$ cat config.mk
export PLATFORM = sky130hd
export DESIGN_NAME = sync_fifo_level
export DESIGN_NICKNAME = d
export VERILOG_FILES = /design/src/rtl/sync_fifo_level.sv
export SDC_FILE = /design/constraint.sdc
export NUM_CORES = 1
export LEC_CHECK = 0
export BUFFER_PORTS_ARGS = -buffer_cell sky130_fd_sc_hd__buf_2
export CAP_MARGIN = 20
export CORE_AREA = 2 2 102 153
export DETAILED_ROUTE_END_ITERATION = 10
export DIE_AREA = 0 0 104 155
export GPL_TIMING_DRIVEN = 0
export SYNTH_ARGS = -nofsm -noshare
export SYNTH_HDL_FRONTEND = slang
export SYNTH_SLANG_ARGS = --single-unit
$ cat constraint.sdc
create_clock -name clk -period 3.34 [get_ports clk]
set_input_delay 0.501 -clock clk [delete_from_list [all_inputs] [get_ports clk]]
set_output_delay 0.501 -clock clk [all_outputs]
set_load 0.02 [all_outputs]
$ cat src/rtl/sync_fifo_level.sv
// Single-clock FIFO with a registered fill level, almost-full/almost-empty thresholds,
// sticky overflow/underflow flags and a selectable registered or first-word-fall-through read port.
module sync_fifo_level #(
   parameter int W        = 3,
   parameter int B        = 16,
   parameter int FWFT     = 0,
   parameter int AF_LEVEL = 6,
   parameter int AE_LEVEL = 1
) (
   input  logic         clk,
   input  logic         rstn,
   input  logic         enWr,
   input  logic [B-1:0] dataW,
   input  logic         enRd,
   output logic [B-1:0] dataR,
   output logic         empty,
   output logic         full,
   output logic         almostEmpty,
   output logic         almostFull,
   output logic [W:0]   level,
   output logic         overflow,
   output logic         underflow,
   input  logic         clrErr
);

   localparam int         D        = 2 ** W;
   localparam logic [W:0] LVL_FULL = (W+1)'(D);
   localparam logic [W:0] LVL_AF   = (W+1)'(AF_LEVEL);
   localparam logic [W:0] LVL_AE   = (W+1)'(AE_LEVEL);

   logic [B-1:0] r_mem [D];
   logic [W-1:0] r_wptr;
   logic [W-1:0] r_rptr;
   logic [W:0]   r_level;
   logic         r_empty;
   logic         r_full;
   logic         r_ae;
   logic         r_af;
   logic         r_ovf;
   logic         r_udf;

   logic         w_wr_acc;
   logic         w_rd_acc;
   logic [W:0]   w_level_nxt;

   // No bypass: acceptance depends only on the registered full/empty state.
   assign w_wr_acc = enWr & ~r_full;
   assign w_rd_acc = enRd & ~r_empty;

   always_comb begin
      w_level_nxt = r_level;
      if (w_wr_acc && !w_rd_acc) begin
         w_level_nxt = r_level + (W+1)'(1);
      end else if (w_rd_acc && !w_wr_acc) begin
         w_level_nxt = r_level - (W+1)'(1);
      end
   end

   always_ff @(posedge clk) begin
      if (w_wr_acc) begin
         r_mem[r_wptr] <= dataW;
      end
   end

   // Status flags are derived from the next level so they change on the same edge as level.
   always_ff @(posedge clk or negedge rstn) begin
      if (!rstn) begin
         r_wptr  <= '0;
         r_rptr  <= '0;
         r_level <= '0;
         r_empty <= 1'b1;
         r_full  <= 1'b0;
         r_ae    <= 1'b1;
         r_af    <= 1'b0;
         r_ovf   <= 1'b0;
         r_udf   <= 1'b0;
      end else begin
         if (w_wr_acc) begin
            r_wptr <= r_wptr + W'(1);
         end
         if (w_rd_acc) begin
            r_rptr <= r_rptr + W'(1);
         end
         r_level <= w_level_nxt;
         r_empty <= (w_level_nxt == '0);
         r_full  <= (w_level_nxt == LVL_FULL);
         r_ae    <= (w_level_nxt <= LVL_AE);
         r_af    <= (w_level_nxt >= LVL_AF);
         if (enWr && r_full) begin
            r_ovf <= 1'b1;
         end else if (clrErr) begin
            r_ovf <= 1'b0;
         end
         if (enRd && r_empty) begin
            r_udf <= 1'b1;
         end else if (clrErr) begin
            r_udf <= 1'b0;
         end
      end
   end

   generate
      if (FWFT != 0) begin : g_fwft
         assign dataR = r_mem[r_rptr];
      end else begin : g_reg
         logic [B-1:0] r_dataR;
         always_ff @(posedge clk or negedge rstn) begin
            if (!rstn) begin
               r_dataR <= '0;
            end else if (w_rd_acc) begin
               r_dataR <= r_mem[r_rptr];
            end
         end
         assign dataR = r_dataR;
      end
   endgenerate

   assign empty       = r_empty;
   assign full        = r_full;
   assign almostEmpty = r_ae;
   assign almostFull  = r_af;
   assign level       = r_level;
   assign overflow    = r_ovf;
   assign underflow   = r_udf;

endmodule

==> results of run 1 <==
sequential cells by signal, indices dropped and copies added, names as in the netlist:
signal / cells
r_mem: 128
dataR: 16
level: 4
r_rptr: 3
r_wptr: 3
almostEmpty: 1
almostFull: 1
empty: 1
full: 1
overflow: 1
underflow: 1
cells in the mapped netlist (all sizes together), types with 2 or more instances:
master | count | area (sq um)
nor2 | 7 | 33.8
edfxtp | 128 | 3840
a211oi | 2 | 15.0
nand2b | 4 | 32.5
a21oi | 2 | 10.0
o21ai | 19 | 95.1
mux2i | 16 | 160
xnor2 | 6 | 60.1
nand2 | 29 | 111
mux4 | 32 | 721
nor4 | 2 | 27.5
dfstp | 2 | 52.6
buf | 13 | 98.8
clkbuf | 2 | 7.51
ha | 4 | 50.1
dfrtp | 30 | 751
and2b | 2 | 17.5
nor3 | 6 | 30.0
inv | 7 | 26.3
and4 | 2 | 20.0
per-layer routing:
layer / GRT usage / vias to the layer above
met5: 0 / -
li1: - / 1414
met3: 0.0348 / 12
met1: 0.198 / 1651
met4: 0.0753 / 2
met2: 0.302 / 74
cell type report:
type                            count  area, sq um  area share
Clock buffer                       17          425      0.0566
Clock inverter                     15          206      0.0274
Tap cell                          199          249      0.0331
Multi-Input combinational cell    138         1470       0.195
Buffer                             15          106      0.0141
Inverter                            7         26.3     0.00349
Timing Repair Buffer               59          393      0.0522
Sequential cell                   160         4650       0.618
power breakdown:
| group | leakage, uW | switching [uW] | internal, uW |
|---|---|---|---|
| Sequential | 0.00155 | 191 | 2570 |
| Combinational | 0.000878 | 1120 | 899 |
| Clock | 0.000295 | 794 | 1260 |
| Total | 0.00272 | 2110 | 4730 |
through the flow:
stage	TNS [ns]	total power, uW
finish	0	6840
global placement	-45.30	4710
detailed placement	0	4860
CTS	0	6940
global route	0	7170
floorplan	0	4150
cell families (layout without fill, tap and decap cells):
logic type,count (synthesis),after routing,share of synthesized area
AO/OA/AOI/OAI,26,26,0.0248
XOR/XNOR,6,6,0.00966
adder cells (fa/ha/maj),4,4,0.00805
AND/OR/NAND/NOR,54,54,0.0467
multiplexers,48,48,0.142
buffers and inverters,22,113,0.0213
flip-flops,160,160,0.748
critical path: stages, from the launching register on:
cell and delay [ns]:
dfrtp_1 0.40, nand2b_1 0.19, buf_6 0.16, nor4_2 0.53, buf_4 0.29, buf_6 0.15
path summary, 6_finish.rpt:
check,from,to,slack (ns)
hold reg to reg,dataR[10],dataR[10],0.47
min in group clk,clrErr,overflow,0.30
setup reg to reg,full,r_mem[0][12],1.33
setup / recovery,full,r_mem[0][12],1.33
max in group asynchronous,rstn,dataR[2],2.64
hold / removal,rstn,level[0],0.17
==> impl_metrics.yaml, run 1 <==
floorplanning:
  dieArea_sq_um: 16100
  start_util: 0.418
  rows: 55
  fp.dieH_um: 155
  io_pins: 47
  die_w_um: 104
  coreArea_sq_um: 14900
detailed_routing:
  wl_per_cell_um: 20.8
  remaining_drc_errors: 0
  dr_wl_met2_mm: 7.08
  route.met3.wl_um: 458
  drtIter0Drc: 202
  wirelength_mm: 12.7
  ant_nets: 0
  dr.pass1.iters: 4
  dr_total_vias: 3153
  vias_per_cell: 5.17
  wl_met1_mm: 4.96
  top_layer_used: "met5"
setup_path:
  cp_max_fo: 10
  critical_path_required_ns: 3.47
  critPathCaptureType: "flip-flop"
  rr_worst_depth: 5
  start_kind: "flip-flop"
  critical_path_class: "flip-flop to flip-flop"
  cp_data_arrival_time_ns: 2.14
sta:
  max_freq_ghz: 0.497
  fin_ws_ns: 1.33
  slew_violations: 0
  min_period_ns: 2.01
  fin_crit_sh: 0.603
  setup_viol: 0
  hold_viol: 0
  worstMarginPinSlew_ns: 0.811
  skew_ns: 0.00864
  hold_ws_ns: 0.173
  rsz0062_at_grt: "no"
  slew_headroom: 0.459
global_route:
  overflow: 0
  grt_pass1_vias: 3386
  grt_pass1_wl_mm: 19.8
  grt_max_degree: 33
  antenna_found_initial: 1
  grt.total_usage: 0.170
clock_tree:
  cts.sinks: 160
  post_cts_hold_buffer_count: 0
  post-cts-setup-buffers: 0
  clk_pin_slew_ns: 0.07
  insertion_delay_ns: 0.41
  cts-buffers-inserted: 17
  cts_resized: 0
  clk_path_buf_depth: 2
  cts-htree-levels: 4
  cts_tree: "yes"
  root_buffer: "clkbuf_16"
finish:
  n_fill_cell: 1259
  final_common_cell: "edfxtp_1"
  drive_above_1_share: 0.375
  final_area_sq_um: 7520
  fin_cells: 610
  postLayoutCoreUtil: 0.506
  layout_common_cells: "128 x edfxtp_1, 50 x buf_2, 32 x mux4_2"
  syn_to_final_growth_pct: 21.0
  finalNetCount: 423
  antenna_cells: 0
pwr:
  p_leak_uw: 0.00272
  ir_worst_vdd_v: 0.000461
  powerDensity_nw_per_um2: 909
placement:
  dpl.cell_count: 578
  dpl.hpwl_mm: 8.46
  port_buffers: 46
  place_congestion: 0.760
  place_area_sq_um: 6890
  dp_slack_ns: 1.22
yosys:
  synthArstFlopShare: 0.200
  ys_types: 37
  syn_area_sq_um: 6210
  ys.flop_type: "edfxtp_1"
  avgSynthCellArea_sq_um: 19.4
  synth_nets: 345
  synthCells: 320
  ys_seq_area_frac: 0.748
  ys_warn_count: 0
  ys_ff_latch: 160
  synth-edff-count: 128
hold_path:
  hold_path_class: "primary input to async pin"
status:
  run_status: "finished, final reports clean"
job:
  drv_cap: 0
Note: power is estimated with default switching activity, not from simulation.
==> run 2: changes to the inputs <==
Settings changed: ABC_AREA set to 1, CORE_AREA 2 2 102 153 to 2 2 104 157, DIE_AREA 0 0 104 155 to 0 0 106 159.
Clock period 3.34 ns to 1.8 ns, I/O delays scaled along.
==> impl_metrics.yaml, run 2 <==
yosys:
  synth_nets: 578
  synth_top_cells_by_area: "edfxtp_1 59%, dfrtp_1 11%, nand2_1 5.3%"
  synth_fa_ha_area_frac: 0.00762
  ys.flop_type: "edfxtp_1"
  synth_common_cells: "128 x edfxtp_1, 92 x nand2_1, 77 x inv_1"
  ys_warn_count: 0
  synthArstFlopShare: 0.200
  ys_ff_latch: 160
  yosysMostFrequentCell: "edfxtp_1"
  ys_seq_area_frac: 0.708
  ys_types: 31
  syn_area_sq_um: 6570
  yosys.area_share.simple: 0.116
  synth_top_cell_by_area: "edfxtp_1"
  synth_top_family_by_area: "simple AND/OR/NAND/NOR gates"
  synth_compound_area_frac: 0.0913
  synth_xor_area_frac: 0.00648
  avgSynthCellArea_sq_um: 11.9
  synth.top_cell.area_share: 0.585
  synth-edff-count: 128
  synth_mux_area_frac: 0
  synthCells: 553
sta:
  hold_viol: 0
  slew_headroom: 0.418
  fin_crit_sh: 0.966
  max_freq_ghz: 0.575
  skew_ns: 0.0125
  fin_ws_ns: 0.0617
  worstMarginPinSlew_ns: 0.874
  setup_viol: 0
  slew_violations: 0
  min_period_ns: 1.74
floorplanning:
  coreArea_sq_um: 15500
  fp.dieH_um: 159
  io_pins: 47
  die_w_um: 106
  rows: 56
  dieArea_sq_um: 16900
  start_util: 0.424
finish:
  postLayoutCoreUtil: 0.513
  finalNetCount: 658
  seq_area_sq_um: 4650
  n_fill_cell: 1316
  antenna_cells: 0
  largest-register: "r_mem"
  syn_to_final_growth_pct: 21.0
  largest_reg_flops: 128
  multi_input_area_sq_um: 1520
  final_common_cell: "edfxtp_1"
  fin_cells: 849
  drive_above_1_share: 0.215
  final_area_sq_um: 7940
  layout_common_cells: "128 x edfxtp_1, 92 x nand2_1, 77 x inv_1"
clock_tree:
  insertion_delay_ns: 0.43
  cts.sinks: 160
  clk_pin_slew_ns: 0.06
  cts-htree-levels: 4
  cts-buffers-inserted: 17
  root_buffer: "clkbuf_16"
  cts_tree: "yes"
  clk_path_buf_depth: 2
setup_path:
  critical_path_required_ns: 1.92
  crit_chain: "nor2_4 -> nand2_1 -> nor2_4 -> buf_8"
  critPathCaptureType: "flip-flop"
  crit_start: "full"
  start_kind: "flip-flop"
  cp_data_arrival_time_ns: 1.86
  critical_path_class: "flip-flop to flip-flop"
  cp_max_fo: 12
  slowest_delay_ns: 0.41
  cp_common_cell: "nor2_4"
  r2r_start: "full"
  cp_slowest_cell: "dfrtp_1"
placement:
  port_buffers: 46
  place_area_sq_um: 7160
  dp_slack_ns: -0.154
  dpl.cell_count: 806
  dpl.hpwl_mm: 10.4
  place_congestion: 0.794
pwr:
  powerDensity_nw_per_um2: 1740
  p_leak_uw: 0.00322
  power_uw: 13800
  ir_worst_vdd_v: 0.000968
job:
  drv_cap: 0
detailed_routing:
  wl_per_cell_um: 19.5
  wirelength_mm: 16.6
  drtIter0Drc: 290
  remaining_drc_errors: 0
  dr.pass1.iters: 5
  vias_per_cell: 5.27
  dr_total_vias: 4477
  ant_nets: 0
global_route:
  grt.total_usage: 0.205
  antenna_found_initial: 0
  grt_max_degree: 33
  grt_pass1_vias: 4582
  grt_pass1_wl_mm: 25.2
  overflow: 0
hold_path:
  hold_path_class: "primary input to flip-flop"
  hold_path_startpoint: "clrErr"
status:
  run_status: "finished, final reports clean"
## run 2: cell count changes in the layout (fill, tap and decap cells not counted), sizes merged, moves of 6 or more
cell    previous run  this run
a21oi              2        33
buf               72        85
inv               12        82
mux2i             16         0
mux4              32         0
nand2             29        97
nand3              1        57
nor2               7        15
nor3               6         0
o211ai             0        32
o21ai             19        34
## run 2: critical path, delay by kind of cell (launching register included)
family                 cells  cell delay [ns]
DFF                        1             0.41
and+or+nand+nor            3             0.81
buffers and inverters      1             0.20
## run 2: metrics by stage
stage	hold WS, ns	TNS (ns)
floorplan	-0.0256	-6.65
global placement	0.434	-54.58
detailed placement	0.445	-10.80
CTS	0.0377	-2.23
global route	0.0505	-0.178
finish	0.0461	0
## run 2: per-layer routing
layer | global-route usage | up-vias | share of wire
met1 | 0.234 | 2199 | 0.38
met2 | 0.363 | 174 | 0.53
li1 | - | 2062 | -
met5 | 0 | - | 0
met3 | 0.0405 | 42 | 0.050
met4 | 0.0993 | 0 | 0.034
## run 2: power breakdown
part / internal [uW] / total, uW / switching (uW)
Clock: 2180 / 3630 / 1460
Combinational: 1590 / 5020 / 3430
Sequential: 4840 / 5160 / 322
## run 2: area by class of cell
cell class              count  area share
flip-flops and latches    160       0.585
multi-input cells         283       0.191
repair buffers             62      0.0592
clock buffers              18      0.0540
inverters                  82      0.0388
well taps                 203      0.0320
clock inverters            14      0.0210
plain buffers              27      0.0191
## run 2: worst paths after layout
| path | end | slack, ns | depth (start not counted) |
|---|---|---|---|
| worst max-delay path | r_mem[1][2] | 0.06 | 4 |
| worst min-delay path | overflow | 0.05 | 2 |
| worst max register to register | r_mem[1][2] | 0.06 | 4 |
| worst min register to register | dataR[14] | 0.47 | 2 |
| max in group asynchronous | r_rptr[2] | 0.74 | 2 |
| min in group asynchronous | almostFull | 0.49 | 2 |
## run 2: repair_timing
action,CTS,global route
hold buffers,1,0
setup endpoints to repair,92,46
pin swaps,2,0
hold endpoints to repair,18,0
gates resized for setup,0,4
buffers inserted,6,5
cloned,0,0
## run 2: cells by family after synthesis
logic type,after synthesis
xor gates and xnor gates,4
adders and majority gates,4
AOI/OAI and AO/OA,102
and+or+nand+nor,173
DFF,160
buffers and inverters,110
==> run 3: changes to the inputs <==
Settings changed: CELL_PAD_IN_SITES_DETAIL_PLACEMENT set to 1, CELL_PAD_IN_SITES_GLOBAL_PLACEMENT set to 1, PLACE_DENSITY_LB_ADDON set to 0.1.
==> impl_metrics.yaml, run 3 (synthesis gave the netlist of run 2 again) <==
clock_tree:
  clk_pin_slew_ns: 0.07
  root_buffer: "clkbuf_16"
  clk_path_buf_depth: 2
  cts-buffers-inserted: 17
  insertion_delay_ns: 0.42
  cts.sinks: 160
  cts-htree-levels: 4
  cts_tree: "yes"
global_route:
  antenna_found_initial: 0
  use_met2: 0.438
  grt_pass1_vias: 4899
  met3_usage: 0.0405
  grt_max_degree: 33
  grt_pass1_wl_mm: 27.9
  use_met1: 0.254
  overflow: 0
  grt.total_usage: 0.229
  grt-busiest-layer: "met2"
floorplanning:
  dieArea_sq_um: 16900
  rows: 56
  die_w_um: 106
  start_util: 0.424
  io_pins: 47
  fp.dieH_um: 159
  coreArea_sq_um: 15500
placement:
  port_buffers: 46
  place_area_sq_um: 7180
  place_congestion: 0.772
  dpl.cell_count: 806
  dp_slack_ns: -0.278
  dpl.hpwl_mm: 12.0
finish:
  fin_cells: 847
  largest-register: "r_mem"
  final_common_cell: "edfxtp_1"
  largest_reg_flops: 128
  finalNetCount: 656
  drive_above_1_share: 0.216
  final_area_sq_um: 7910
  antenna_cells: 0
  syn_to_final_growth_pct: 20.4
  layout_common_cells: "128 x edfxtp_1, 91 x nand2_1, 77 x inv_1"
sta:
  setup_tns_ns: 0
  worstMarginPinSlew_ns: 0.896
  slew_headroom: 0.403
  min_period_ns: 1.70
  hold_viol: 28
  fin_crit_sh: 0.943
  max_freq_ghz: 0.589
  rsz0062_at_grt: "no"
  slew_violations: 0
  hold_ws_ns: -0.0299
  fin_ws_ns: 0.103
  setup_viol: 0
  skew_ns: 0.00866
detailed_routing:
  wirelength_mm: 18.6
  dr_total_vias: 4504
  vias_per_cell: 5.32
  remaining_drc_errors: 0
  drtIter0Drc: 183
  dr.pass1.iters: 4
  ant_nets: 0
  wl_per_cell_um: 22.0
pwr:
  switching_power_uw: 5400
  p_leak_uw: 0.00322
  p_comb_frac: 0.377
  clock_power_share: 0.247
  swShare: 0.392
  power_uw: 13800
  p_seq_frac: 0.376
  ir_worst_vdd_v: 0.000768
  intPower_uw: 8370
  powerDensity_nw_per_um2: 1740
setup_path:
  critPathCaptureType: "flip-flop"
  r2r_start: "full"
  crit-reg2reg-capture: "r_mem[4][8]"
  reg2reg_slack_ns: 0.10
  critical_path_class: "flip-flop to flip-flop"
  cp_data_arrival_time_ns: 1.82
  start_kind: "flip-flop"
  critical_path_required_ns: 1.92
  rr_worst_depth: 5
  cp_max_fo: 16
job:
  drv_cap: 0
status:
  run_status: "finished, violations left"
  failed_checks: "hold timing"
hold_path:
  hold_path_class: "primary input to async pin"
run 3: final cells by class:
class,count,area [sq um]
clock buffers,22,484
inverters,82,308
fillers,1649,7580
clock inverters,10,73.8
repair buffers,60,465
multi-input cells,283,1520
well taps,203,254
flip-flops and latches,160,4650
plain buffers,27,151
run 3: timing repair:
action / CTS / global route
gates resized for setup: 0 / 6
hold buffers: 0 / 0
buffers inserted: 7 / 3
endpoints found under the setup margin: 119 / 128
pin swaps: 4 / 2
run 3: critical path: stages, from the launching register on:
cell     delay (ns)
dfrtp_1        0.42
inv_1          0.09
nand2_1        0.18
or2_4          0.35
nor2_4         0.16
buf_12         0.19
run 3: layer usage:
metal | vias up | share of wire
met5 | - | 0
met4 | 0 | 0.017
met3 | 25 | 0.037
met2 | 114 | 0.57
met1 | 2309 | 0.38
li1 | 2056 | -
run 3: worst max path at each step:
stage / end / slack [ns] / cells after the start / startpoint
3_5_place_dp: r_mem[2][7] / -0.28 / 4 / full
3_3_place_gp: r_mem[3][6] / -0.89 / 3 / full
2_1_floorplan: r_mem[1][0] / -0.10 / 3 / full
6_report: r_mem[4][8] / 0.10 / 5 / full
5_1_grt: r_mem[1][8] / 0.02 / 4 / full
4_1_cts: r_mem[7][8] / -0.25 / 4 / full
run 3: power groups by stage:
stage / Sequential, uW / Combinational, uW / Clock, uW
final: 5180 / 5200 / 3400
after global routing: 5250 / 5670 / 3590
after CTS: 5170 / 5190 / 3430
after detailed placement: 5250 / 5040 / 0
after global placement: 5220 / 4770 / 0
after floorplan: 5540 / 2740 / 0
run 3: metrics by stage:
stage / hold WS, ns / util
floorplan: -0.0256 / -
global placement: 0.441 / 0.457
detailed placement: 0.452 / 0.463
CTS: 0.00126 / 0.506
global route: 0.0328 / 0.511
finish: -0.0299 / 0.511
